`config.mk`:
```
export PLATFORM = sky130hd
export DESIGN_NAME = fetch_sequencer
export DESIGN_NICKNAME = d
export VERILOG_FILES = /design/src/rtl/cpu_pkg.sv /design/src/rtl/insn_len_decode.sv /design/src/rtl/fetch_sequencer.sv
export SDC_FILE = /design/constraint.sdc
export NUM_CORES = 1
export LEC_CHECK = 0
export BUFFER_PORTS_ARGS = -buffer_cell sky130_fd_sc_hd__buf_2
export CELL_PAD_IN_SITES_DETAIL_PLACEMENT = 0
export CELL_PAD_IN_SITES_GLOBAL_PLACEMENT = 1
export CORE_MARGIN = 5
export CORE_UTILIZATION = 30
export DETAILED_ROUTE_END_ITERATION = 16
export GPL_ROUTABILITY_DRIVEN = 0
export PLACE_DENSITY = 0.76
export SYNTH_ARGS = -nofsm -noshare
export SYNTH_HDL_FRONTEND = slang
export SYNTH_SLANG_ARGS = --single-unit
```
`constraint.sdc`:
```
create_clock -name clk -period 2.8 [get_ports clk]
set_clock_uncertainty 0.15 [all_clocks]
set_input_delay 0.28 -clock clk [delete_from_list [all_inputs] [get_ports clk]]
set_output_delay 0.28 -clock clk [all_outputs]
set_load 0.05 [all_outputs]
```
`src/rtl/cpu_pkg.sv`:
```
// Shared definitions for the 8-bit accumulator CPU: opcode values, the
// fetch state encoding and the instruction length / legality lookup.
package cpu_pkg;

    // Opcodes
    localparam logic [7:0] OP_NOP     = 8'h00;
    localparam logic [7:0] OP_ADD     = 8'h01;
    localparam logic [7:0] OP_SUB     = 8'h02;
    localparam logic [7:0] OP_MOV_RR  = 8'h03;
    localparam logic [7:0] OP_MOV_RA  = 8'h04;
    localparam logic [7:0] OP_MOV_AR  = 8'h05;
    localparam logic [7:0] OP_MOV_IR  = 8'h06;
    localparam logic [7:0] OP_JMP     = 8'h07;
    localparam logic [7:0] OP_JB      = 8'h08;
    localparam logic [7:0] OP_JNB     = 8'h09;
    localparam logic [7:0] OP_JZ      = 8'h0C;
    localparam logic [7:0] OP_JNZ     = 8'h0D;
    localparam logic [7:0] OP_CPL     = 8'h0E;
    localparam logic [7:0] OP_CLR     = 8'h12;
    localparam logic [7:0] OP_RSHIFT  = 8'h13;
    localparam logic [7:0] OP_LSHIFT  = 8'h14;

    // Fetch sequencer states
    typedef enum logic [2:0] {
        ST_OP    = 3'd0,
        ST_B1    = 3'd1,
        ST_B2    = 3'd2,
        ST_ISSUE = 3'd3,
        ST_HALT  = 3'd4
    } fetch_state_t;

    typedef struct packed {
        logic [1:0] len;
        logic       illegal;
    } insn_len_t;

    // Instruction length in bytes; unknown opcodes are treated as
    // one-byte instructions and flagged illegal.
    function automatic insn_len_t insn_len(input logic [7:0] opcode);
        insn_len_t r;
        r.len     = 2'd1;
        r.illegal = 1'b0;
        case (opcode)
            OP_NOP, OP_CPL, OP_CLR, OP_RSHIFT, OP_LSHIFT:
                r.len = 2'd1;
            OP_ADD, OP_SUB, OP_MOV_RR, OP_JMP:
                r.len = 2'd2;
            OP_MOV_RA, OP_MOV_AR, OP_MOV_IR, OP_JB, OP_JNB, OP_JZ, OP_JNZ:
                r.len = 2'd3;
            default:
                r.illegal = 1'b1;
        endcase
        return r;
    endfunction

endpackage

```
`src/rtl/insn_len_decode.sv`:
```
// Combinational length / legality lookup for one opcode byte.
module insn_len_decode
    import cpu_pkg::*;
#(
    parameter int DATA_W = 8
) (
    input  logic [DATA_W-1:0] opcode,
    output logic [1:0]        len,
    output logic              illegal
);

    // Table lookup through the shared package function
    always_comb begin
        insn_len_t r;
        r       = insn_len(opcode[7:0]);
        len     = r.len;
        illegal = r.illegal;
    end

endmodule

```
`src/rtl/fetch_sequencer.sv`:
```
// Instruction fetch sequencer: owns the PC, reads program memory one byte
// per cycle, assembles 1..3 byte instructions and offers each complete
// instruction on a valid/ready port.
// Optional feature macro: FETCH_SELFLOOP_HALT_EN (halt after a JMP to itself).
//
// Handshake: ins_valid is high only while an instruction is held; the
// ins_* outputs and pm_addr do not change while ins_valid && !ins_ready;
// a transfer happens on the rising edge where ins_valid && ins_ready.
// A redirect overrides everything; a transfer in the same cycle still
// counts as completed.
module fetch_sequencer
    import cpu_pkg::*;
#(
    parameter int ADDR_W = 8,
    parameter int DATA_W = 8
) (
    input  logic              clk,
    input  logic              rst,
    output logic [ADDR_W-1:0] pm_addr,
    input  logic [DATA_W-1:0] pm_data,
    output logic              ins_valid,
    input  logic              ins_ready,
    output logic [DATA_W-1:0] ins_opcode,
    output logic [DATA_W-1:0] ins_op1,
    output logic [DATA_W-1:0] ins_op2,
    output logic [1:0]        ins_len,
    output logic [ADDR_W-1:0] ins_pc,
    output logic              ins_illegal,
    input  logic              redirect_valid,
    input  logic [ADDR_W-1:0] redirect_addr,
    output logic              halted,
    output logic [2:0]        dbg_state
);

    fetch_state_t      state, state_nxt;
    logic [ADDR_W-1:0] pc;
    logic [1:0]        dec_len;
    logic              dec_illegal;
    logic              xfer;

    insn_len_decode #(.DATA_W(DATA_W)) u_len_dec (
        .opcode  (pm_data),
        .len     (dec_len),
        .illegal (dec_illegal)
    );

    assign xfer      = ins_valid && ins_ready;
    assign pm_addr   = pc;
    assign dbg_state = state;

`ifdef FETCH_SELFLOOP_HALT_EN
    logic self_loop;
    assign self_loop = (ins_opcode == DATA_W'(OP_JMP)) && (ins_op1 == DATA_W'(ins_pc));
`endif

    // State register
    always_ff @(posedge clk or posedge rst) begin
        if (rst) state <= ST_OP;
        else     state <= state_nxt;
    end

    // Next-state logic; redirect wins over every state
    always_comb begin
        state_nxt = state;
        if (redirect_valid) begin
            state_nxt = ST_OP;
        end else begin
            case (state)
                ST_OP:    state_nxt = (dec_len == 2'd1) ? ST_ISSUE : ST_B1;
                ST_B1:    state_nxt = (ins_len == 2'd2) ? ST_ISSUE : ST_B2;
                ST_B2:    state_nxt = ST_ISSUE;
                ST_ISSUE: begin
                    if (xfer) begin
`ifdef FETCH_SELFLOOP_HALT_EN
                        state_nxt = self_loop ? ST_HALT : ST_OP;
`else
                        state_nxt = ST_OP;
`endif
                    end
                end
`ifdef FETCH_SELFLOOP_HALT_EN
                ST_HALT:  state_nxt = ST_HALT;
`else
                ST_HALT:  state_nxt = ST_OP;
`endif
                default:  state_nxt = ST_OP;
            endcase
        end
    end

    // Handshake and status outputs decoded from the state register
    always_comb begin
        ins_valid = (state == ST_ISSUE);
`ifdef FETCH_SELFLOOP_HALT_EN
        halted    = (state == ST_HALT);
`else
        halted    = 1'b0;
`endif
    end

    // PC and instruction assembly; PC wraps naturally at 2^ADDR_W
    always_ff @(posedge clk or posedge rst) begin
        if (rst) begin
            pc          <= '0;
            ins_opcode  <= '0;
            ins_op1     <= '0;
            ins_op2     <= '0;
            ins_len     <= 2'd1;
            ins_pc      <= '0;
            ins_illegal <= 1'b0;
        end else if (redirect_valid) begin
            pc      <= redirect_addr;
            ins_op1 <= '0;
            ins_op2 <= '0;
        end else begin
            case (state)
                ST_OP: begin
                    ins_opcode  <= pm_data;
                    ins_pc      <= pc;
                    ins_len     <= dec_len;
                    ins_illegal <= dec_illegal;
                    ins_op1     <= '0;
                    ins_op2     <= '0;
                    pc          <= pc + ADDR_W'(1);
                end
                ST_B1: begin
                    ins_op1 <= pm_data;
                    pc      <= pc + ADDR_W'(1);
                end
                ST_B2: begin
                    ins_op2 <= pm_data;
                    pc      <= pc + ADDR_W'(1);
                end
                default: begin
                end
            endcase
        end
    end

endmodule
```
==> metrics.yaml <==
status:
  outcome: "completed"
layout:
  utilization: 0.3828
  final_cell_mix: "buf_2, dfrtp_1, nand2_1"
  fin_nets: 280
  design_area_um2: 2586
  fillers: 699
  area_growth_pct: 24.59
  n_antenna_cell: 0
  final_common_cell: "buf_2"
  drive_gt1_frac: 0.3672
  fin_cells: 336
sta:
  tightest_slew_ns: 0.9323
  fmax_mhz: 422.5
  min_period_over_period: 0.8452
  hold_viol_final: 0
  slew_viol_final: 0
  worst_slack_ns: 0.4334
  setup_tns_ns: 0
  setup_viol: 0
  rsz0062_at_grt: "false"
  relSlewSlack: 0.3776
  period_minus_slack_ns: 2.367
clock_network:
  clockBufferDepth: 2
  cts_inserted_buffers: 5
  clk_pin_slew_ns: 0.08
  post-cts-setup-buffers: 0
  cts_tree: "yes"
  cts_resized: 0
  hold_buffers: 0
  clk_latency_ns: 0.30
  clock_sinks: 45
  htree_levels: 2
  cts_root_buf: "clkbuf_8"
die:
  io_pins: 68
  fp-row-count: 30
  dieWidth_um: 93.18
  start_util: 0.3072
  coreArea_um2: 6756
  chipHeight_um: 93.18
  dieArea_um2: 8683
detailed_routing:
  wl_per_cell_um: 15.17
  route.vias.total: 1600
  via_per_inst: 4.762
  ant_nets: 0
  drt_iter0_markers: 81
  dr.pass1.iters: 4
  wl_mm: 5.098
  drc_errors: 0
critical_path:
  critPathKind: "register to register"
  critical_path.endpoint_type: "register"
  timing.critical_path.buf_inv: 2
  path_depth: 5
  cp_top_family: "buffers and inverters"
  reg2reg_depth: 5
  path_cells: "clkinv_1 -> ha_1 -> nand2b_1 -> buf_4 -> mux2_2"
  cp_slowest_cell: "dfrtp_1"
  cpPeakStageDelay_ns: 0.61
  critPathLaunchType: "register"
  critPathArrivalTime_ns: 2.40
  regToRegSetupSlack_ns: 0.43
  worstPathRequired_ns: 2.84
  cp_max_fo: 23
place:
  port_buffers: 65
  place_inst: 328
  postPlaceCellArea_um2: 2452
  dp_hpwl_mm: 3.725
  place_ws_ns: 0.4231
global_route:
  grt_overflow: 0
  grt_usage: 0.1258
  grt_pass1_vias: 1632
  grt_start_max_net_pins: 46
  grt_pass1_wl_mm: 8.597
  antenna_found_initial: 0
logic_synthesis:
  syn-cell-area_um2: 2076
  yosys_warnings: 0
  syn_area_per_cell_um2: 10.64
  synth_cell_type_count: 39
  ys_ff_latch: 45
  synth_seq_area_share: 0.5431
  synthCells: 195
pwr:
  cellPowerDensity_nw_per_um2: 1183
  vdd_ir_drop_max_mv: 0.5935
  leakage_nw: 1.252
job:
  maxCapViolCount: 0
worst_hold_path:
  hold_depth: 3
  hold_path.class: "input pin to register"
## area by class of cell
type	instances	area (um2)	area share
flip-flops and latches	45	1127	0.4359
multi-input cells	128	850.8	0.3290
repair buffers	68	347.8	0.1345
well taps	80	100.1	0.03870
clock buffers	5	68.82	0.02661
clock inverters	3	65.06	0.02516
inverters	7	26.28	0.01016
## cells in the mapped netlist
library cell  count  area, um2
clkbuf_2          1      5.000
or4b_1            1      10.01
maj3_1            1      10.01
o311ai_0          1      8.760
o21ai_0           8      40.04
clkinv_1          1      3.750
nor3_1            1      5.000
buf_2             5      25.02
nand4_1           1      6.260
nor2_1           12      45.04
nand3_1          12      60.06
clkbuf_1          8      30.03
nand3b_1          2      15.01
inv_1             6      22.52
nor3b_1           4      30.03
a21oi_1          15      75.07
nand2b_1          2      12.51
nand4b_1          2      17.52
mux2_1            2      22.52
a22oi_1           4      30.03
mux2_2           14      157.7
dfstp_2           1      26.28
o21a_1            1      7.510
buf_4             2      15.01
o211ai_1          2      15.01
ha_1              5      62.56
nand2_1          20      75.07
o32ai_1           1      8.760
a211oi_2          1      12.51
or4_4             1      11.26
a21o_1            1      7.510
mux2i_1           2      20.02
a32oi_1           1      8.760
or4_1             2      15.01
nor2b_1           1      6.260
dfrtp_1          44       1101
nor4_1            2      12.51
conb_1            1      3.750
xor2_1            4      35.03
## metrics by stage
step	total power, mW	hold slack (ns)
floorplan	2.158	0.2499
global placement	2.496	0.3106
detailed placement	2.513	0.3312
CTS	3.096	0.02562
global route	3.243	0.02999
finish	3.060	0.03366
## power breakdown
| group | switching, mW | internal, mW |
|---|---|---|
| registers | 0.145 | 0.843 |
| clock network | 0.224 | 0.355 |
| logic | 1.10 | 0.396 |
## flip-flops by register name, summed over array words and instances, names as in the netlist
name,flops
dbg_state,2
ins_illegal,1
ins_len,2
ins_op1,8
ins_op2,8
ins_opcode,8
ins_pc,8
pm_addr,8
## final timing paths
check                           endpoint             start
hold reg to reg                ins_pc[7]         ins_pc[7]
min in group asynchronous     ins_op2[5]               rst
max in group asynchronous  ins_opcode[7]               rst
setup reg to reg           ins_opcode[5]      dbg_state[0]
hold / removal                pm_addr[3]  redirect_addr[3]
setup / recovery           ins_opcode[5]      dbg_state[0]
## kinds of logic after synthesis
| kind of cell | after synthesis | share of synthesized area |
|---|---|---|
| simple gates | 63 | 0.1549 |
| flops | 45 | 0.5431 |
| compound gates | 35 | 0.1031 |
| buf+inv | 23 | 0.04882 |
| mux | 18 | 0.09644 |
| fa+ha+maj | 6 | 0.03496 |
| xor+xnor | 4 | 0.01688 |
| other cells | 1 | 0.001807 |
## tightest hold or removal path: cells and delay by family
| family | cells | cell delay [ns] |
|---|---|---|
| AOI/OAI and AO/OA | 1 | 0.05 |
| buffers and inverters | 1 | 0.07 |
| and+or+nand+nor | 1 | 0.04 |
## per-layer routing
metal / part of all wire / global-route usage / routed length (um) / up-vias
met5: 0 / 0 / 0 / -
met4: 0.010 / 0.03297 / 53 / 0
met3: 0.070 / 0.04344 / 357 / 5
met2: 0.47 / 0.1992 / 2387 / 42
met1: 0.45 / 0.1641 / 2299 / 760
li1: - / - / - / 793
Power figures use the tool's default switching activity.
